$ cat config.mk
export PLATFORM = sky130hd
export DESIGN_NAME = fetch_unit_flat
export DESIGN_NICKNAME = d
export VERILOG_FILES = /design/src/rtl/fetch_pkg.sv /design/src/rtl/fetch_if.sv /design/src/rtl/fetch_fifo.sv /design/src/rtl/fetch_unit.sv /design/src/flat_wrapper.sv
export SDC_FILE = /design/constraint.sdc
export NUM_CORES = 1
export LEC_CHECK = 0
export ABC_AREA = 1
export BUFFER_PORTS_ARGS = -buffer_cell sky130_fd_sc_hd__buf_2
export CAP_MARGIN = 25
export CORE_MARGIN = 2
export CORE_UTILIZATION = 55
export DETAILED_ROUTE_END_ITERATION = 12
export PLACE_DENSITY = 0.77
export SLEW_MARGIN = 20
export SYNTH_ARGS = -nofsm -noshare
export SYNTH_HDL_FRONTEND = slang
export SYNTH_HIERARCHICAL = 1
export SYNTH_SLANG_ARGS = --single-unit
$ cat constraint.sdc
create_clock -name clk -period 7.3 [get_ports clk]
set_input_delay 1.825 -clock clk [delete_from_list [all_inputs] [get_ports clk]]
set_output_delay 1.825 -clock clk [all_outputs]
set_load 0.005 [all_outputs]
$ cat src/rtl/fetch_pkg.sv
// rtl/fetch_pkg.sv - shared types and defaults for the instruction-fetch stage
package fetch_pkg;

  localparam logic [31:0] FETCH_RESET_PC = 32'h0000_0000;

  typedef enum logic [1:0] {
    S_IDLE    = 2'd0,
    S_WAIT    = 2'd1,
    S_DISCARD = 2'd2
  } fetch_state_t;

  typedef struct packed {
    logic [31:0] instr;
    logic [31:0] pcp4;
  } fetch_entry_t;

endpackage

$ cat src/rtl/fetch_if.sv
// rtl/fetch_if.sv - single-outstanding instruction-memory req/ack bus
interface fetch_if;
  logic        req;
  logic [31:0] addr;
  logic        ack;
  logic [31:0] data;

  modport master (output req, output addr, input ack, input data);
  modport slave  (input req, input addr, output ack, output data);
endinterface

$ cat src/rtl/fetch_fifo.sv
// rtl/fetch_fifo.sv - fetch buffer of {instr, pcp4} entries with flush
module fetch_fifo
  import fetch_pkg::*;
#(
  parameter  int DEPTH = 2,
  localparam int CW    = $clog2(DEPTH + 1)
) (
  input  logic         clk,
  input  logic         rst,
  input  logic         i_push,
  input  logic         i_pop,
  input  logic         i_flush,
  input  fetch_entry_t i_data,
  output logic [CW-1:0] o_count,
  output fetch_entry_t o_head,
  output logic         o_full
);
  localparam int AW = (DEPTH > 1) ? $clog2(DEPTH) : 1;

  fetch_entry_t  r_mem [DEPTH];
  logic [AW-1:0] r_rd;
  logic [AW-1:0] r_wr;
  logic [CW-1:0] r_count;
  logic          w_do_pop;
  logic          w_do_push;

  assign o_full    = (r_count == CW'(DEPTH));
  assign w_do_pop  = i_pop && (r_count != '0);
  assign w_do_push = i_push && (!o_full || w_do_pop);
  assign o_count   = r_count;
  // Empty buffer presents a NOP with zero PC+4 to IF/ID.
  assign o_head    = (r_count == '0) ? '0 : r_mem[r_rd];

  // Pointer and occupancy bookkeeping; flush wins over push and pop.
  always_ff @(posedge clk) begin
    if (rst || i_flush) begin
      r_rd    <= '0;
      r_wr    <= '0;
      r_count <= '0;
    end else begin
      if (w_do_push) r_wr <= r_wr + 1'b1;
      if (w_do_pop)  r_rd <= r_rd + 1'b1;
      r_count <= r_count + CW'(w_do_push) - CW'(w_do_pop);
    end
  end

  // Entry storage; contents are masked by the count, so no reset needed.
  always_ff @(posedge clk) begin
    if (!rst && !i_flush && w_do_push) r_mem[r_wr] <= i_data;
  end

endmodule

$ cat src/rtl/fetch_unit.sv
// rtl/fetch_unit.sv - PC, next-address select, imem handshake and fetch buffer
module fetch_unit
  import fetch_pkg::*;
#(
  parameter logic [31:0] RESET_PC  = FETCH_RESET_PC,
  parameter int          BUF_DEPTH = 2
) (
  input  logic        clk,
  input  logic        rst,
  input  logic        stall,
  input  logic        branch_taken,
  input  logic [31:0] branch_addr,
  input  logic        jump,
  input  logic [31:0] jump_addr,
  fetch_if.master     imem,
  output logic        ifid_valid,
  output logic [31:0] ifid_instr,
  output logic [31:0] ifid_pcp4
);
  localparam int            CW      = $clog2(BUF_DEPTH + 1);
  localparam logic [CW-1:0] DEPTH_C = CW'(BUF_DEPTH);
  localparam logic [31:0]   PC_INIT = RESET_PC & ~32'h3;

  fetch_state_t  r_state;
  logic [31:0]   r_pc;
  logic [31:0]   r_req_addr;
  logic          r_req;

  logic          w_redirect;
  logic [31:0]   w_target;
  logic          w_ack;
  logic          w_push;
  logic          w_pop;
  logic          w_full;
  logic          w_has_space;
  logic [CW-1:0] w_count;
  logic [CW-1:0] w_level;
  fetch_entry_t  w_push_entry;
  fetch_entry_t  w_head;

  // Branch resolves in EX and is older than a jump in ID, so it wins.
  assign w_redirect   = branch_taken | jump;
  assign w_target     = (branch_taken ? branch_addr : jump_addr) & ~32'h3;
  // Acks are only meaningful while our request is on the bus.
  assign w_ack        = r_req & imem.ack;
  assign w_pop        = ifid_valid & ~stall & ~w_redirect;
  assign w_push       = (r_state == S_WAIT) & w_ack & ~w_redirect;
  assign w_push_entry = '{instr: imem.data, pcp4: r_req_addr + 32'd4};
  assign w_level      = w_count + CW'(w_push) - CW'(w_pop);
  assign w_has_space  = (w_level < DEPTH_C);

  assign imem.req   = r_req;
  assign imem.addr  = r_req_addr;
  assign ifid_valid = (w_count != '0);
  assign ifid_instr = w_head.instr;
  assign ifid_pcp4  = w_head.pcp4;

  fetch_fifo #(.DEPTH(BUF_DEPTH)) u_fifo (
    .clk     (clk),
    .rst     (rst),
    .i_push  (w_push),
    .i_pop   (w_pop),
    .i_flush (w_redirect),
    .i_data  (w_push_entry),
    .o_count (w_count),
    .o_head  (w_head),
    .o_full  (w_full)
  );

  // Fetch FSM: issues requests, holds them until ack, drains a stale one after redirect.
  always_ff @(posedge clk) begin
    if (rst) begin
      r_state    <= S_IDLE;
      r_pc       <= PC_INIT;
      r_req_addr <= '0;
      r_req      <= 1'b0;
    end else begin
      case (r_state)
        S_IDLE: begin
          if (w_redirect) begin
            r_req_addr <= w_target;
            r_pc       <= w_target + 32'd4;
            r_req      <= 1'b1;
            r_state    <= S_WAIT;
          end else if (!w_full || w_pop) begin
            r_req_addr <= r_pc;
            r_pc       <= r_pc + 32'd4;
            r_req      <= 1'b1;
            r_state    <= S_WAIT;
          end
        end
        S_WAIT: begin
          if (w_redirect) begin
            if (w_ack) begin
              // Returned word belongs to the old path; go straight to the target.
              r_req_addr <= w_target;
              r_pc       <= w_target + 32'd4;
            end else begin
              // Request must stay stable until acked, so drain it first.
              r_pc    <= w_target;
              r_state <= S_DISCARD;
            end
          end else if (w_ack) begin
            if (w_has_space) begin
              r_req_addr <= r_pc;
              r_pc       <= r_pc + 32'd4;
            end else begin
              r_req   <= 1'b0;
              r_state <= S_IDLE;
            end
          end
        end
        S_DISCARD: begin
          if (w_ack) begin
            // Buffer was flushed on entry, so there is always room to issue.
            r_req_addr <= w_redirect ? w_target : r_pc;
            r_pc       <= (w_redirect ? w_target : r_pc) + 32'd4;
            r_state    <= S_WAIT;
          end else if (w_redirect) begin
            r_pc <= w_target;
          end
        end
        default: begin
          r_req   <= 1'b0;
          r_state <= S_IDLE;
        end
      endcase
    end
  end

endmodule

$ cat src/flat_wrapper.sv
// flat-port wrapper written by rule: the top's interface ports become plain ports
module fetch_unit_flat import fetch_pkg::*;
#(
  parameter logic [31:0] RESET_PC  = FETCH_RESET_PC,
  parameter int          BUF_DEPTH = 2
)
  (clk, rst, stall, branch_taken, branch_addr, jump, jump_addr, ifid_valid, ifid_instr, ifid_pcp4, imem_req, imem_addr, imem_ack, imem_data);
  fetch_if imem_i ();
  input  logic clk;
  input  logic rst;
  input  logic stall;
  input  logic branch_taken;
  input  logic [31:0] branch_addr;
  input  logic jump;
  input  logic [31:0] jump_addr;
  output logic ifid_valid;
  output logic [31:0] ifid_instr;
  output logic [31:0] ifid_pcp4;
  output wire logic [$bits(imem_i.req)-1:0] imem_req;
  output wire logic [$bits(imem_i.addr)-1:0] imem_addr;
  input wire logic [$bits(imem_i.ack)-1:0] imem_ack;
  input wire logic [$bits(imem_i.data)-1:0] imem_data;
  assign imem_req = imem_i.req;
  assign imem_addr = imem_i.addr;
  assign imem_i.ack = imem_ack;
  assign imem_i.data = imem_data;
  fetch_unit #(.RESET_PC(RESET_PC), .BUF_DEPTH(BUF_DEPTH)) u_core (.clk(clk), .rst(rst), .stall(stall), .branch_taken(branch_taken), .branch_addr(branch_addr), .jump(jump), .jump_addr(jump_addr), .imem(imem_i), .ifid_valid(ifid_valid), .ifid_instr(ifid_instr), .ifid_pcp4(ifid_pcp4));
endmodule
Word level (Yosys, flattened, before mapping)

Memory sizes are Yosys's and may differ from the RTL's. A register that Yosys moved wholly into a read port is not among the register bits.
Index checks and enable logic that the tools add are counted.

Bits in registers: 71
Memory bits (writable): 128
Bits of input ports: 102
Memories: 1

Memory list:

| name                | depth | bits a word | read ports | clocked after memory_dff | write ports | line             | source |
|---|---|---|---|---|---|---|---|
| u_core.u_fifo.r_mem | 2     | 64          | 1          | 1                        | 1           | fetch_fifo.sv:20 | `fetch_entry_t r_mem [DEPTH];` |

$add $sub $neg: 10
Magnitude comparators: 1
Eq/ne operators: 12
Multiplexer cells: 37
Bitwise logic cells: 9
Reductions and logical operators: 18

Operators by type and width:

| cell                  | count |
|---|---|
| $mux 32               | 16 |
| $pmux 32 s3           | 2 |
| $add 32x3->32 const B | 4 |
| $mux 64               | 1 |
| $reduce_and 5->1      | 3 |
| $mux 2                | 7 |
| $mux 1                | 9 |
| $ne 3x2->1 const B    | 3 |
| $ne 3x3->1 const B    | 2 |
| $pmux 2 s3            | 1 |
| $and 1x1->1           | 5 |
| $add 2x1->2           | 2 |
| $eq 2x2->1 const B    | 2 |
| $logic_and 1x1->1     | 4 |
| $logic_not 2->1       | 2 |
| $ne 2x1->1 const B    | 2 |
| $ne 2x2->1 const B    | 2 |
| $reduce_and 4->1      | 1 |
| $sub 2x1->2           | 2 |
| $logic_not 1->1       | 3 |
| $logic_or 1x1->1      | 3 |
| $not 1->1             | 3 |
| $pmux 1 s3            | 1 |
| $reduce_bool 3->1     | 1 |
| 5 further kinds       | 6 |

Depth between registers and ports, before layout

Depth after elaboration: 10
Depth in mapped cells: 19
Mapped depth without buffers: 18

Hierarchy

The synthesis kept the hierarchy.

Modules (own cells, without submodules):

| module     | instances | cells an instance | area an instance (sq um) | sequential area each (sq um) |
|---|---|---|---|---|
| fetch_unit | 1         | 1518              | 8050.2                   | 1341.3 |
| fetch_fifo | 1         | 387               | 5381.4                   | 3943.8 |

Least setup slack after synthesis

Ideal clock, no wire load.

Kind: in2reg
From: input port branch_taken
To: memory u_core/u_fifo/r_mem[1][0] (netlist bit) (enable)
Library setup time: 0.486 ns
Arrival time: 5.657 ns
Data required time: 6.814 ns
Slack: 1.157 ns
Cell stages on the path: 9
Path buffers: 4
Path through: inv_2 nand2_4 buf_2 buf_4 buf_2 buf_1 nor2_1 nand2_1 nor2_1

Word-level cells in the longest chain between the ends: 9
Elaborated cells between the ends (all ways): 12
Classes of those cells: 2 x mux; 4 x bitwise; 6 x reduce/logical

Ends and longest elaborated chain:

| item                             | line                               | source |
|---|---|---|
| start: declaration               | flat_wrapper.sv:12                 | `input logic branch_taken;` |
| $or 1x1->1 (*)                   | fetch_unit.sv:42                   | `assign w_redirect = branch_taken \| jump;` |
| named net u_core.w_redirect      | fetch_unit.sv:29                   | `logic w_redirect;` |
| $not 1->1                        | fetch_unit.sv:46, fetch_unit.sv:47 |  |
| $and 1x1->1                      | fetch_unit.sv:46                   | `assign w_pop = ifid_valid & ~stall & ~w_redirect;` |
| $logic_and 1x1->1                | fetch_fifo.sv:28                   | `assign w_do_pop = i_pop && (r_count != '0);` |
| $logic_or 1x1->1                 | fetch_fifo.sv:29                   | `assign w_do_push = i_push && (!o_full \|\| w_do_pop);` |
| $logic_and 1x1->1                | fetch_fifo.sv:29                   |  |
| $logic_and 1x1->1 (*)            | fetch_fifo.sv:49                   | `if (!rst && !i_flush && w_do_push) r_mem[r_wr] <= i_data;` |
| $mux 1 (*)                       | fetch_fifo.sv:49                   |  |
| $mux 1 (implied by the code) (*) | fetch_fifo.sv:49                   |  |
| end: declaration                 | fetch_fifo.sv:20                   |  |

Mark *: on every way through the listed nets, which the timed path passes. The rest lies on a longest branch.

Worst setup path after layout

From: input port branch_taken
To: register u_core.r_pc[30]

Word-level cells in the longest chain between the ends: 8
Elaborated cells between the ends (all ways): 21
Classes of those cells: 4 x add/sub; 1 x order compare; 3 x eq/ne; 7 x mux; 4 x bitwise; 2 x reduce/logical

Ends and longest elaborated chain:

| item                              | line                               | source |
|---|---|---|
| $or 1x1->1                        | fetch_unit.sv:42                   |  |
| $not 1->1                         | fetch_unit.sv:46, fetch_unit.sv:47 |  |
| $and 1x1->1                       | fetch_unit.sv:47                   | `assign w_push = (r_state == S_WAIT) & w_ack & ~w_redirect;` |
| $add 2x1->2                       | fetch_unit.sv:49                   | `assign w_level = w_count + CW'(w_push) - CW'(w_pop);` |
| $sub 2x1->2                       | fetch_unit.sv:49                   |  |
| $lt 2x2->1                        | fetch_unit.sv:50                   | `assign w_has_space = (w_level < DEPTH_C);` |
| $ne 3x2->1 (no source line)       | n/a                                |  |
| $reduce_and 4->1 (no source line) | n/a                                |  |
| end signal: assignment            | fetch_unit.sv:82                   | `r_pc <= w_target + 32'd4;` |
| end signal: assignment            | fetch_unit.sv:87                   | `r_pc <= r_pc + 32'd4;` |
| end signal: assignment            | fetch_unit.sv:97                   | `r_pc <= w_target + 32'd4;` |
| end: declaration                  | fetch_unit.sv:25                   | `logic [31:0] r_pc;` |

Several ways; a longest one is shown, not always the timed one.
A chain may end at the register's enable or synchronous reset.

==> summary.md <==
| Metric | Value |
|---|---|
| Outcome | finished clean |
| Leak Pwr | ~6.5 nW |
| Placed cell count | 2357 |
| Post-route DRC | 0 |
| Vias in the first global route | 12149 |
| Cell Rows | 57 |
| Share of cells above drive strength 1 | 0.1792 |
| Adder-cell area share of the yosys netlist | 0.01025 |
| Max Cap Viol | 0 |
| RD Place Congestion | 0.9259 |
| Fin nets | 2165 |
| Final core occ | 0.6231 |
| Fin cells | 2389 |
| Clk slew on worst S/H paths | about 80 ps |
| Largest family of logic cells by synthesized area | simple AND/OR/NAND/NOR gates |
| Hold_buf cts | 0 |
| Chip Width | 160.3 um |
| Relative slew margins | 0.3055 |
| Post-Syn Instances | 1905 |
| Worst Max-Slew Pin Slew | 1035 ps |
| Cts bufs inserted | 17 |
| Initial Utilization | 0.5556 |
| Fillers | 2244 |
| Grt ovf | 0 |
| Vias | 13138 |
| CTS max path bufs | 2 |
| Number of distinct library cells after synthesis | 47 |
| Tmin final | 4610 ps |
| Aggregate negative setup slack | 0 ps |
| Highest-count cells in the layout ignoring fill and taps | 659 x nand2_1, 195 x buf_2, 170 x nand3_1 |
| Die Ht | 160.3 um |
| Crit Path Max Fanout | 32 |
| Synth Register Bits | 200 |
| RSZ-0062 raised after global routing | no |
| Root buf cell | clkbuf_16 |
| Number of synthesis warnings | 6 |
| ANT nets after route | 0 |
| TritonCTS clock tree | yes |
| Num Clock Sinks | 200 |
| Crit. End Element | flip-flop |
| Initial DRC count | 1340 |
| Worst Skew | approximately 17 ps |
| First-pass GRT wire length | 62820 um |
| WS Path Type | input pin to flip-flop |
| Detail Placement HPWL | 29000 um |
| Multi-input gate area | 6922 sq um |
| Place WS | about 2300 ps |
| Ant. Diodes | 0 |
| Max-slew violations | 0 |
| Design area | approximately 15000 sq um |
| Xor-xnor portion of the synthesized cell area | 0.03000 |
| Complex-gate fraction of the synthesized area | 0.1427 |
| Worst hold path type | flip-flop to flip-flop |
| Crit path arrival time | 4990 ps |
| I/O pin count | 200 |
| Area Overhead vs Synth | 12.17% |
| Post-synthesis mux area share | 0 |
| Post-synth EDFFs | 128 |
| Via-to-Cell Ratio | 5.499 |
| Commonest non-fill, non-tap cell in the layout | nand2_1 |
| Hold Fails Final Rpt | 0 |
| Drt total wl | 39550 um |
| Die area | between 20000 and 30000 sq um |
| Syn Nets | 2018 |
| Synthesized cell area | 13430 sq um |
| WL/cell | 16.55 um |
| Power Density | between 200 and 300 nW/um^2 |
| Final Worst Setup Slack | 2690 ps |
| PortBufs | 195 |
| Htree depth | 4 |
| Final setup viols | 0 |
| Synth Area in Simple Gates | 0.3313 |
| Register area share after synthesis | 0.3935 |
| Peak Freq | 216.9 MHz |
| FF+latch area | 5286 sq um |
| Critical path launch point type | input pin |
| Worst EP required | 7680 ps |
| DR pass1 iterations | 6 |
| Fraction of registers with async set/reset | 0 |
| Ys flop type | edfxtp_1 |
| Worst VDD drop | 207.4 uV |
| FF-to-FF setup slack | 3490 ps |
| Worst-Skew Late Latency | around 440 ps |
| Initial antenna violation count | 0 |
| Setup Buffers After CTS | 0 |
| Average cell area after synthesis | around 7.1 sq um |
| Largest net degree at the start of global routing | 66 |
| Core Region | 24180 sq um |
| Final Cycle Share | 0.6315 |
| Area after DPL | approximately 14000 sq um |
| GRT Total Usage | 0.3073 |
| CTS resizes | 0 |
## power breakdown
group	total (mW)	internal, mW	switching, mW
combinational	1.57	0.505	1.07
sequential	1.59	1.40	0.184
clock	0.991	0.505	0.486
## synth_stat cells (23+ instances only)
cell type	instances	share of area
a21oi_2	60	0.039
buf_2	23	0.0086
clkbuf_1	27	0.0075
inv_1	168	0.047
nand2_1	659	0.18
nand3_1	170	0.063
dfxtp_1	72	0.11
a21oi_1	117	0.044
edfxtp_1	128	0.29
nor2_1	144	0.040
xor2_1	41	0.027
o21ai_0	85	0.032
## critical path, stage by stage
cell and delay [ps]:
buf_2 270, inv_2 150, buf_4 280, nand2_1 130, nand3_1 210, nand2_1 120
inv_1 140, ha_1 190, inv_1 40, nor2_1 190, nand3_1 150, nor2_1 260
nand2_1 210, nor2_4 210, nand3_1 100, nand2_1 70, nand3_1 130, nand2_1 140
nand2_1 50, a21oi_1 120
## per-stage QoR
| stage | power (mW) | hold slack, ps |
|---|---|---|
| after floorplan | 2.648 | 434.0 |
| after global placement | 3.104 | 443.4 |
| after detailed placement | 3.145 | 453.3 |
| after CTS | 4.139 | 463.8 |
| after global routing | 4.416 | 490.9 |
| final | 4.154 | 463.8 |
## final timing paths
kind	startpoint	depth (start not counted)	to
setup / recovery	branch_taken	20	u_core/r_pc[30]
setup reg to reg	u_core/r_state[1]	16	u_core/r_pc[14]
hold reg to reg	u_core/r_pc[0]	2	u_core/r_pc[0]
hold / removal	u_core/r_pc[0]	2	u_core/r_pc[0]
## layer usage
layer  global-route usage  wire [um]  share of wire
met5                    0          0              0
met4              0.08804        822          0.021
met3              0.04727       3374          0.085
met2               0.5134      18280           0.46
met1               0.4160      17070           0.43
## cell type report
type	count	share of cell area
Clock buffer	17	0.02824
Sequential cell	200	0.3509
Timing Repair Buffer	210	0.07441
Inverter	186	0.04634
Clock inverter	15	0.01379
Multi-Input combinational cell	1437	0.4594
Tap cell	324	0.02691
## state kept, by name, summed over array words and instances (netlist names), named ones only
| signal | cells |
|---|---|
| u_core/u_fifo/r_rd | 1 |
| u_core/r_state | 2 |
| u_core/imem.req | 1 |
| u_core/u_fifo/o_count | 2 |
| u_core/imem.addr | 32 |
| u_core/r_pc | 32 |
| u_core/u_fifo/r_wr | 1 |
| u_core/u_fifo/r_mem | 128 |
## cell families (layout without fill, tap and decap cells)
family	after synthesis	in the layout
DFF	200	200
buffers and inverters	268	428
xor gates and xnor gates	46	46
AOI/OAI and AO/OA	320	320
adders and majority gates	11	11
and+or+nand+nor	1060	1060
Power figures use the tool's default switching activity.
